### src/rtl/hazard_stall_ctrl.sv
// Hazard controller for the 5-stage pipeline: load-use, branch-operand and MDU-busy stalls,
// taken-branch IF/ID flush, plus a saturating stall-cycle counter and the last stall cause.
module hazard_stall_ctrl #(
    parameter int MDU_LAT = 4,
    parameter int CNT_W   = 32
) (
    input  logic             clk,
    input  logic             rst,
    input  logic [4:0]       id_rs,
    input  logic [4:0]       id_rt,
    input  logic             id_uses_rs,
    input  logic             id_uses_rt,
    input  logic             id_is_branch,
    input  logic             id_branch_taken,
    input  logic             id_mdu_read,
    input  logic             id_mdu_start,
    input  logic [4:0]       ex_rd,
    input  logic             ex_regw,
    input  logic             ex_memr,
    input  logic             ex_mdu_start,
    input  logic [4:0]       mem_rd,
    input  logic             mem_memr,
    output logic             pc_wr,
    output logic             if_id_wr,
    output logic             if_id_flush,
    output logic             id_ex_stall,
    output logic             mdu_busy,
    output logic [CNT_W-1:0] stall_cycles,
    output logic [1:0]       stall_cause
);

    typedef enum logic [1:0] {
        CAUSE_NONE      = 2'd0,
        CAUSE_LOAD_USE  = 2'd1,
        CAUSE_BRANCH    = 2'd2,
        CAUSE_MDU       = 2'd3
    } cause_e;

    localparam logic [3:0] MDU_LOAD = 4'(MDU_LAT);

    logic [3:0] mdu_cnt;
    logic [3:0] mdu_cnt_next;
    cause_e     cause_q;
    cause_e     cause_next;
    logic       busy;
    logic       ex_match;
    logic       mem_match;
    logic       lu;
    logic       br;
    logic       md;
    logic       stall;

    // $0 is hard-wired to zero, so a zero destination never creates a dependency.
    function automatic logic reg_match(input logic       uses,
                                       input logic [4:0] src,
                                       input logic [4:0] dst);
        return uses && (dst != 5'd0) && (src == dst);
    endfunction

    assign busy      = (mdu_cnt != 4'd0);
    assign ex_match  = reg_match(id_uses_rs, id_rs, ex_rd) || reg_match(id_uses_rt, id_rt, ex_rd);
    assign mem_match = reg_match(id_uses_rs, id_rs, mem_rd) || reg_match(id_uses_rt, id_rt, mem_rd);

    assign lu    = ex_memr && ex_match;
    assign br    = id_is_branch && ((ex_regw && ex_match) || (mem_memr && mem_match));
    assign md    = busy && (id_mdu_read || id_mdu_start);
    assign stall = lu || br || md;

    // NOTE: every output gets a default first so no path through this block infers a latch.
    always_comb begin
        pc_wr       = 1'b0;
        if_id_wr    = 1'b0;
        if_id_flush = 1'b0;
        id_ex_stall = 1'b0;
        mdu_busy    = 1'b0;
        if (!rst) begin
            mdu_busy = busy;
            if (stall) begin
                id_ex_stall = 1'b1;
            end else begin
                pc_wr       = 1'b1;
                if_id_wr    = 1'b1;
                if_id_flush = id_is_branch && id_branch_taken;
            end
        end
    end

    // A start while busy cannot come from a legal instruction stream; it is dropped.
    always_comb begin
        mdu_cnt_next = mdu_cnt;
        if (ex_mdu_start && !busy) begin
            mdu_cnt_next = MDU_LOAD;
        end else if (busy) begin
            mdu_cnt_next = mdu_cnt - 4'd1;
        end
    end

    always_comb begin
        cause_next = cause_q;
        if (lu) begin
            cause_next = CAUSE_LOAD_USE;
        end else if (br) begin
            cause_next = CAUSE_BRANCH;
        end else if (md) begin
            cause_next = CAUSE_MDU;
        end
    end

    // NOTE: state registers use non-blocking assignments so every flop samples pre-edge values.
    always_ff @(posedge clk) begin
        if (rst) begin
            mdu_cnt      <= 4'd0;
            stall_cycles <= '0;
            cause_q      <= CAUSE_NONE;
        end else begin
            mdu_cnt <= mdu_cnt_next;
            if (stall) begin
                cause_q <= cause_next;
                if (stall_cycles != {CNT_W{1'b1}}) begin
                    stall_cycles <= stall_cycles + CNT_W'(1);
                end
            end
        end
    end

    assign stall_cause = cause_q;

endmodule

### config.mk
export PLATFORM = sky130hd
export DESIGN_NAME = hazard_stall_ctrl
export DESIGN_NICKNAME = d
export VERILOG_FILES = /design/src/rtl/hazard_stall_ctrl.sv
export SDC_FILE = /design/constraint.sdc
export NUM_CORES = 1
export LEC_CHECK = 0
export BUFFER_PORTS_ARGS = -buffer_cell sky130_fd_sc_hd__buf_2
export CORE_ASPECT_RATIO = 1.5
export CORE_MARGIN = 2
export CORE_UTILIZATION = 45
export CTS_BUF_LIST = sky130_fd_sc_hd__clkbuf_4
export CTS_CLUSTER_DIAMETER = 150
export DETAILED_ROUTE_END_ITERATION = 10
export GPL_TIMING_DRIVEN = 0
export PLACE_DENSITY = 0.81
export RECOVER_POWER = 25
export SYNTH_ARGS = -nofsm -noshare
export SYNTH_HDL_FRONTEND = slang
export SYNTH_SLANG_ARGS = --single-unit
### constraint.sdc
create_clock -name clk -period 1.9 [get_ports clk]
set_input_delay 0.095 -clock clk [delete_from_list [all_inputs] [get_ports clk]]
set_output_delay 0.095 -clock clk [all_outputs]
set_load 0.01 [all_outputs]
### Word-level counts from Yosys, hierarchy flattened

Cells that the tools add are included.

| operators by class | value |
|---|---|
| add/sub/neg operators | 2 |
| eq/ne operators | 5 |
| multiplexer cells | 12 |
| reduce and logical (&&, ||, !) cells | 30 |

Operators by type and width:

| operator | count |
|---|---|
| $add 32x1->32 const B | 1 |
| $ne 32x32->1 const B | 1 |
| $eq 5x5->1 | 4 |
| $logic_and 1x1->1 | 15 |
| $reduce_bool 5->1 | 2 |
| $mux 1 | 7 |
| $logic_or 1x1->1 | 6 |
| $mux 2 | 3 |
| $mux 3 | 2 |
| $reduce_and 2->1 | 2 |
| $reduce_bool 4->1 | 1 |
| $sub 4x1->4 const B | 1 |
| $reduce_bool 3->1 | 1 |
| $reduce_bool 2->1 | 1 |
| $reduce_or 2->1 | 1 |
| $logic_not 1->1 | 1 |

| storage, ports and cells | value |
|---|---|
| register bits | 38 |
| input port bits | 32 |
| output and inout port bits | 39 |
| logic and storage cells | 53 |

### Depth between registers and ports, before layout

Gate-level depths: netlist (run 1).

| logic depth | value |
|---|---|
| depth after elaboration | 11 |
| depth in mapped cells | 10 |
| depth with buffers taken out | 8 |

### Least setup slack after synthesis (run 1)

No wires, ideal clock.

| timing path | value |
|---|---|
| path type | register to register |
| from | reg stall_cycles[7] |
| to | reg stall_cycles[8] |
| setup time | 0.121 ns |
| arrival | 1.977 ns |
| required time | 1.779 ns |
| path slack | -0.197 ns |
| cell stages (with the launch flop) | 10 |
| buffers on the path | 2 |
| clock period less this slack | 2.097 ns |
| path through | dfxtp_1 -> nand4_1 -> nor3_2 -> and3_1 -> buf_4 -> nand4_2 -> o21a_1 -> buf_2 -> nand3_1 -> mux2_2 |

| between the ends | value |
|---|---|
| cells in the longest elaborated chain, start to end | 2 |
| elaborated cells on any way between the ends | 3 |
| classes of those cells | add/sub: 1; eq/ne: 1; reduce/logical: 1 |

RTL lines:

| what | RTL line | source |
|---|---|---|
| from (decl) | 28 | `output logic [CNT_W-1:0] stall_cycles,` |
| from (signal assigned) | 120 | `stall_cycles <= stall_cycles + CNT_W'(1);` |
| branches (longest 2 deep; another with $add 32x1->32) | n/a |  |

Parallel ways; which one is timed is not known.
A chain may end at the register's enable or synchronous reset.

### Worst setup path after layout (run 1)

Ends and elaborated chain as after synthesis.

==> run metrics, run 1 <==
Synth warnings 0; # diodes 0; Post-Layout Cell Count 445; leak pwr 1.30 nW; Port Buffers 70; gr usage total 23.3%; Post-synth ARST share 0%; endpoint class of the critical path register; 1st-iter DRT viols 156; CTS tree built; Worst Setup Start Kind register; Max Fclk 497 MHz; EDFF count, synth 0; GPL Wtd Cong ~0.84; power per cell area around 920 mW/mm²; synthesized instance count 277; min-delay worst type in -> reg; syn nets 312; final setup fails 27; GRT met1 Usage approximately a quarter; crit-path max FO 6; fin crit period 2.01 ns; Rows 31; Max-slew headroom 64.6%; vias in the first global route 2369; initial antenna violation count 0; final hold viol count 0; fin crit share 106%; Worst Path Arrival 2.25 ns; post-synthesis sequential area ratio between 30% and 40%; register area 800 µm²; drt pass-1 iters 5; Clk pin slew, worst setup/hold paths 0.10 ns; via count 2533; gr busiest metal met2; area grow syn2layout 37.7%; WP data required 2.14 ns; met2 Resource Use GR 41.2%; post-cts hold buffer count 0; core area 0.00485 mm²; Syn Area/Cell 8.21 µm²; Initial Util 46.9%; met3 Use GR 4.13%; Netlist Area Pre-Place 0.00227 mm²; r2r setup slk -0.11 ns; RSZ-0062 raised after global routing yes; placed cells between 400 and 500; Congestion Overflow GR 0; # fillers 436; failing checks negative setup slack; Worst Skew 0.0186 ns; post-synth cell types 50; largest net degree at the start of global routing 12; smallest setup slack after layout -0.111 ns; CTS Root Cell clkbuf_4; H-tree lvl count 2; Remaining DRCs 0; Wirelength per Cell 14.4 µm; clk_lat worst skew about 0.36 ns; DPL Wire Length roughly 4.5 mm; antenna-violating nets left 0; Nets between 400 and 500; Tot Pwr 2.88 mW; via/cell ratio 5.69; pre-CTS WS -0.329 ns; # IOs a little over 70; Max-Cap Viols 0; register bit total from synthesis 38; multi-input combinational cell area 0.00152 mm²; Slew @ Worst Pin 0.532 ns; Primary FF master, synth dfxtp_1; status complete, but fails checks; clk buf depth 2; final slew viol count 0; Worst Path Class, Setup reg -> reg; most common cell after layout, fill and taps aside buf_2; first-pass GRT wire length 10.3 mm; Total Wirelength 6.43 mm; Num CTS Buffers 5; Die X 62.1 µm; die area 0.00565 mm²; share of cells above drive strength 1 41.7%; most frequent cells in the layout buf_2 (67), a21oi_1 (24), buf_4 (24); Chip Height around 91 µm; peak supply drop 850 µV; clock sinks 38
[kinds of logic (layout without fill, tap and decap cells)]
kind of cell / after synthesis / after routing / share of synthesized area (%)
adder cells (fa/ha/maj): 3 / 3 / 1.65
flip-flops: 38 / 38 / 33.4
AND/OR/NAND/NOR: 123 / 123 / 30.6
buffers and inverters: 19 / 121 / 5.17
XOR/XNOR: 23 / 23 / 8.86
multiplexers: 3 / 3 / 1.43
AO/OA/AOI/OAI: 68 / 68 / 18.8
[through the flow]
step	util [%]	setup TNS (ns)	cell area, µm²	hold slack, ns
CTS	62.2	-0.677	3020	0.0334
floorplan	-	-0.0264	2330	0.259
global placement	57.1	-5.20	2770	0.407
global route	64.6	-3.75	3130	0.0577
detailed placement	57.1	-6.89	2770	0.406
finish	64.6	-1.09	3130	0.0519
[sequential cells by signal, summed over array words and instances, names as in the netlist]
name          cells
stall_cycles     32
stall_cause       2
mdu_cnt           4
[path summary, 6_finish.rpt]
path              cells past startpoint                          start                       endpoint
setup / recovery                      9   stall_cycles[7]$_SDFFE_PP0P_   stall_cycles[8]$_SDFFE_PP0P_
hold / removal                        3                        ex_memr    stall_cause[0]$_SDFFE_PP0P_
setup reg to reg                      9   stall_cycles[7]$_SDFFE_PP0P_   stall_cycles[8]$_SDFFE_PP0P_
hold reg to reg                       2  stall_cycles[18]$_SDFFE_PP0P_  stall_cycles[18]$_SDFFE_PP0P_
[timing repair]
action                     in CTS  in global routing
setup buffers                  16                  8
gates cloned                    0                  1
setup endpoints to repair      36                 35
resized for setup              27                 25
pin swaps                       7                 11
[synth_stat cells, drive strengths merged (6+ instances only)]
master	n	area share (%)
nor2	19	3.2
o21ai	20	4.6
nand4	12	3.6
xnor2	22	8.5
nand2	22	4.0
or4	8	2.6
nand3	15	3.3
o31ai	6	2.0
or3	16	4.4
dfxtp	38	33
and3	10	3.2
nor3	7	1.8
a21oi	27	5.9
buf	9	3.5
[routing by layer]
| layer | vias up | part of all wire (%) | routed length, µm |
|---|---|---|---|
| met5 | - | 0 | 0 |
| met4 | 0 | 2.6 | 170 |
| met3 | 18 | 6.8 | 435 |
| met2 | 102 | 53 | 3430 |
| met1 | 1191 | 37 | 2390 |
| li1 | 1222 | - | - |
[power by group]
group | leakage [nW] | switching [mW] | total, mW | internal (mW)
combinational | 0.944 | 0.770 | 1.50 | 0.730
sequential | 0.318 | 0.0879 | 0.957 | 0.869
clock | 0.0331 | 0.272 | 0.426 | 0.154
[worst max-delay path, cell delays in order, from the launching register on]
cell     delay (ns)
dfxtp_4        0.36
nand4_1        0.18
nor3_4         0.27
and3_1         0.20
buf_6          0.13
nand4_4        0.12
o21a_1         0.16
buf_6          0.14
nand3_2        0.06
mux2_4         0.29
[area by class of cell]
class / count / area share, %
multi-input cells: 220 / 48.6
flip-flops and latches: 38 / 25.5
repair buffers: 95 / 17.3
plain buffers: 13 / 3.59
well taps: 66 / 2.64
clock buffers: 6 / 1.44
inverters: 5 / 0.599
clock inverters: 2 / 0.280
(Power assumes the default switching activity.)
==> inputs of run 2 (changes only) <==
BUFFER_PORTS_ARGS = unset   (was -buffer_cell sky130_fd_sc_hd__buf_2)
DONT_BUFFER_PORTS = 1   (was unset)
PLACE_DENSITY = 0.67   (was 0.81)
clock period = 2.05 ns   (was 1.9 ns; I/O delays follow)
==> run 2 against run 1 <==
Effect of this change: the run ends with negative hold slack, negative setup slack left; cell count decreased by 17%; via count decreased by 13%; total power decreased by 2.5%; die area unchanged; clock skew about the same; clock power increased by 18%; global-route usage decreased by 1.7 points; combinational power decreased by 7%; design area decreased by 11%; non-clock buffer count decreased by 76; count of clock-buffer cells in the layout decreased by 1; utilization decreased by 6.8 points; critical path type is now reg -> out.
==> run metrics, run 2 (synthesis results as in run 1) <==
status complete, but fails checks; failing checks negative hold slack, negative setup slack; area grow syn2layout 23.2%; hold slack -0.00137 ns; Max-Cap Viols 0; share of cells above drive strength 1 25.5%; via/cell ratio 5.98; pre-CTS WS -0.286 ns; Port Buffers 0; Rows 31; # diodes 0; Final Cell Area 0.00280 mm²; Initial Util 46.9%; Die X 62.1 µm; final slew viol count 0; Max Fclk 485 MHz; max FFs per register 32; vias in the first global route 2171; CTS Root Cell clkbuf_4; antenna-violating nets left 0; final hold viol count 1; H-tree lvl count 2; RSZ-0062 raised after global routing yes; fin crit period 2.06 ns; Worst Skew 0.0188 ns; Slew @ Worst Pin 0.517 ns; Tot Pwr 2.81 mW; via count 2201; Chip Height 91.1 µm; CTS tree built; r2r setup slk 0.01 ns; min-delay worst type in -> reg; most common cell after layout, fill and taps aside a21oi_1; clk_lat worst skew 0.36 ns; power per cell area 1000 mW/mm²; peak supply drop 707 µV; die area 0.00565 mm²; Worst Path Class, Setup reg -> out; critical path cell sequence inv_2 > ha_4 > nor3b_4 > nor2_4 > a31o_4 > nor3_4 > and3_4; Worst Path Arrival around 2.0 ns; Clk pin slew, worst setup/hold paths between 0.1 and 0.15 ns; end point of the critical path if_id_flush; # IOs between 70 and 80; slowest stage cell on the critical path dfxtp_2; Placed Area 0.00236 mm²; WP data required 1.95 ns; Buffers & Inverters on Critical Path 1; Wirelength per Cell 16.6 µm; r2r endpoint stall_cycles[15]$_SDFFE_PP0P_; Worst Setup Start Kind register; CP delay by family, top simple AND/OR/NAND/NOR gates; first-pass GRT wire length approximately 9.3 mm; DPL Wire Length between 4 and 5 mm; Remaining DRCs 0; Nets ~340; Max-slew headroom 65.5%; endpoint class of the critical path primary output; clk buf depth 2; fin crit share 101%; drt pass-1 iters 4; gr usage total between 20% and 30%; clock sinks 38; crit-path max FO 4; Congestion Overflow GR 0; Reg2Reg Depth 10; leak pwr approximately 0.95 nW; initial antenna violation count 0; final setup fails 1; 1st-iter DRT viols between 100 and 150; Num CTS Buffers 5; smallest setup slack after layout -0.0117 ns; crit path from mdu_cnt[0]$_SDFFE_PP0P_; Total Wirelength 6.12 mm; Max stage delay on crit path ~0.35 ns; Biggest register stall_cycles; most frequent cells in the layout a21oi_1 (27), xnor2_1 (22), dfxtp_1 (22); largest net degree at the start of global routing 12; GPL Wtd Cong about 0.82; core area 0.00485 mm²; R2R Path Start mdu_cnt[0]$_SDFFE_PP0P_; Finished Core Util 57.8%; critical path depth 7
## run 2: worst register-to-register path, cell delays in order, from the launching register on
cell and delay [ns]:
dfxtp_2 0.36, inv_2 0.05, ha_4 0.14, nor3b_4 0.15, nor2_4 0.14, a31o_4 0.15, buf_4 0.12, o21ai_4 0.06
buf_6 0.14, or4_1 0.49, a21oi_1 0.15
## run 2: timing repair
item / CTS / global route
endpoints found under the hold margin: 4 / 0
gates cloned: 1 / 3
endpoints found under the setup margin: 36 / 31
hold buffers: 3 / 0
setup buffers: 3 / 10
pin swaps: 5 / 21
gates resized for setup: 30 / 34
## run 2: power breakdown
group	leakage, nW	internal, mW	switching [mW]
sequential	0.319	0.802	0.101
clock	0.0387	0.247	0.256
combinational	0.594	0.742	0.662
total	0.952	1.79	1.02
## run 2: worst min path at each step
stage	startpoint	endpoint	slack [ns]	cells after the start
2_1_floorplan	ex_memr	stall_cause[0]$_SDFFE_PP0P_	0.27	2
3_3_place_gp	rst	stall_cycles[9]$_SDFFE_PP0P_	0.28	2
3_5_place_dp	rst	stall_cycles[9]$_SDFFE_PP0P_	0.28	2
4_1_cts	rst	stall_cycles[8]$_SDFFE_PP0P_	0.0003	2
5_1_grt	rst	stall_cycles[8]$_SDFFE_PP0P_	0.01	2
6_report	rst	stall_cycles[21]$_SDFFE_PP0P_	-0.001	2
## run 2: metrics by stage
step | TNS, ns | instances
floorplan | 0 | 277
global placement | -5.52 | 343
detailed placement | -6.17 | 343
CTS | 0 | 355
global route | -1.51 | 368
finish | -0.0117 | 368
## run 2: final cells by class
type                       count  area (µm²)
fill                         473        2050
sequential                    38         808
clock inverter                 2        33.8
timing repair buffer          20         214
clock buffer                   5        37.5
inverter                       5        18.8
multi-input combinational    220        1510
buffer                        12        98.8
tap                           66        82.6
## run 2: per-layer routing
metal	wire (µm)	share of wire, %	global-route usage, %
met1	2180	36	21.4
met2	3340	55	39.2
met3	440	7.2	6.70
met4	157	2.6	8.33
met5	0	0	0
==> inputs of run 3 (changes only) <==
--- a/config.mk
+++ b/config.mk
@@ -11,3 +11,3 @@
 export CTS_BUF_LIST = sky130_fd_sc_hd__clkbuf_4
-export CTS_CLUSTER_DIAMETER = 150
+export CTS_CLUSTER_DIAMETER = 200
 export DETAILED_ROUTE_END_ITERATION = 10
==> constraint.sdc (replaced) <==
create_clock -name clk -period 2.05 [get_ports clk]
set_input_delay 0.41 -clock clk [delete_from_list [all_inputs] [get_ports clk]]
set_output_delay 0.41 -clock clk [all_outputs]
set_load 0.01 [all_outputs]
==> run 3 against run 2 <==
Effect of this change: highest routed layer unchanged; flip-flop and latch count unchanged; global-route usage increased by 1.4 points; first-iteration DRC count decreased by 12%; cell count increased by 1.9%; the flow finishes with violations (negative setup slack); worst hold slack improved by 0.24 ns; die area unchanged; sequential power increased by 1%; count of clock-buffer cells in the layout increased by 1; total power increased by 2.2%; register-to-register slack got worse by 0.21 ns; wire length increased by 11%; maximum frequency decreased by 10%.
==> run metrics, run 3 (synthesis results as in run 1) <==
drt pass-1 iters 4; Remaining DRCs 0; WP data required 1.64 ns; Buffers & Inverters on Critical Path 0; GPL Wtd Cong 0.839; status complete, but fails checks; gr usage total 23.0%; die area 0.00565 mm²; Initial Util approximately 47%; Port Buffers 0; Placed Area roughly 0.0024 mm²; Die X 62.1 µm; CP delay by family, top simple AND/OR/NAND/NOR gates; Post-Layout Cell Count about 380; CTS tree built; via/cell ratio slightly below 6; Worst Skew 0.00870 ns; power per cell area 965 mW/mm²; placed cells 343; endpoint class of the critical path primary output; first-pass GRT wire length 10.0 mm; most common cell after layout, fill and taps aside dfxtp_1; area grow syn2layout 30.9%; # fillers 448; Congestion Overflow GR 0; H-tree lvl count 2; Clk pin slew, worst setup/hold paths about 0.11 ns; via count 2235; Num CTS Buffers 5; peak supply drop 668 µV; Max-slew headroom 58.3%; failing checks negative setup slack; final setup fails 34; Wirelength per Cell ~18 µm; final slew viol count 0; Tot Pwr between 2 and 3 mW; vias in the first global route between 2000 and 2500; Max stage delay on crit path between 0.3 and 0.4 ns; min-delay worst type in -> reg; largest net degree at the start of global routing 12; pre-CTS WS -0.407 ns; Rows 31; clk_lat worst skew 0.35 ns; register share of total power roughly a third; Slew @ Worst Pin 0.626 ns; DPL Wire Length 4.51 mm; Worst Path Class, Setup in -> out; critical path cell sequence or3_1 > o311a_1 > a22o_4 > nor3_4 > and3_4; Clock power frac 13.8%; # diodes 0; total negative slack -5.19 ns; Total Wirelength just under 7 mm; P_sw 1.13 mW; max FFs per register 32; Worst Setup Start Kind primary input; Internal 1.74 mW; RSZ-0062 raised after global routing yes; fin crit share 112%; clock sinks 38; core area between 0.004 and 0.005 mm²; antenna-violating nets left 0; Max-Cap Viols 0; leak pwr 1.00 nW; final hold viol count 0; fin crit period 2.30 ns; # IOs just over 70; slowest stage cell on the critical path or3_1; Max Fclk 435 MHz; Comb pwr share 54.4%; smallest setup slack after layout -0.250 ns; initial antenna violation count 0; 1st-iter DRT viols 110; crit-path max FO 4; Switching Share between 30 and 40%; share of cells above drive strength 1 36.6%; CTS Root Cell clkbuf_4; Worst Path Arrival about 1.9 ns; Biggest register stall_cycles; clk buf depth 2; Final Cell Area 0.00298 mm²; most frequent cells in the layout dfxtp_1 (27), xnor2_1 (22), buf_4 (22); Nets 343; Finished Core Util between 60% and 70%; hold slack 0.236 ns; Chip Height around 91 µm
run 3: layout make-up:
class	instances	area, µm²	share of cell area (%)
Buffer	13	124	4.16
Tap cell	66	82.6	2.77
Clock buffer	6	45.0	1.51
Multi-Input combinational cell	220	1660	55.9
Timing Repair Buffer	25	244	8.20
Sequential cell	38	790	26.5
Inverter	5	18.8	0.631
Clock inverter	2	8.76	0.294
run 3: worst paths after layout:
path	slack, ns	depth (start not counted)	to	startpoint
max	-0.25	5	if_id_flush	mem_rd[0]
min	0.24	2	stall_cause[0]$_SDFFE_PP0P_	ex_memr
max reg2reg	-0.20	10	stall_cycles[24]$_SDFFE_PP0P_	stall_cycles[7]$_SDFFE_PP0P_
min reg2reg	0.52	2	stall_cycles[4]$_SDFFE_PP0P_	stall_cycles[4]$_SDFFE_PP0P_
run 3: what timing repair did:
| item | 4_1_cts | 5_1_grt |
|---|---|---|
| resized for setup | 40 | 73 |
| buffers inserted | 10 | 11 |
| cloned | 0 | 4 |
| hold buffers | 0 | 0 |
| endpoints found under the setup margin | 36 | 33 |
| pin swaps | 8 | 49 |
run 3: worst register-to-register path: stages, from the launching register on:
cell and delay, ns:
dfxtp_1 0.54, nand4_1 0.24, nor3_4 0.27, and3_4 0.22, buf_8 0.12, nand4_4 0.11, o21ai_4 0.12, buf_8 0.19
clkbuf_16 0.16, or3_4 0.11, a21oi_2 0.05
run 3: routing by layer:
layer,GRT usage [%],part of all wire (%),vias to the layer above
met4,8.87,3.3,0
met3,6.13,7.2,20
met2,39.2,53,93
met1,25.9,37,1050
li1,-,-,1072
met5,0,0,-
run 3: power by group through the flow:
stage                     Clock [mW]  Sequential [mW]  Combinational [mW]
final                          0.396            0.914                1.56
after global routing           0.432            0.926                1.67
after CTS                      0.406            0.910                1.07
after detailed placement           0            0.917               0.898
after global placement             0            0.915               0.887
after floorplan                    0            0.898               0.706
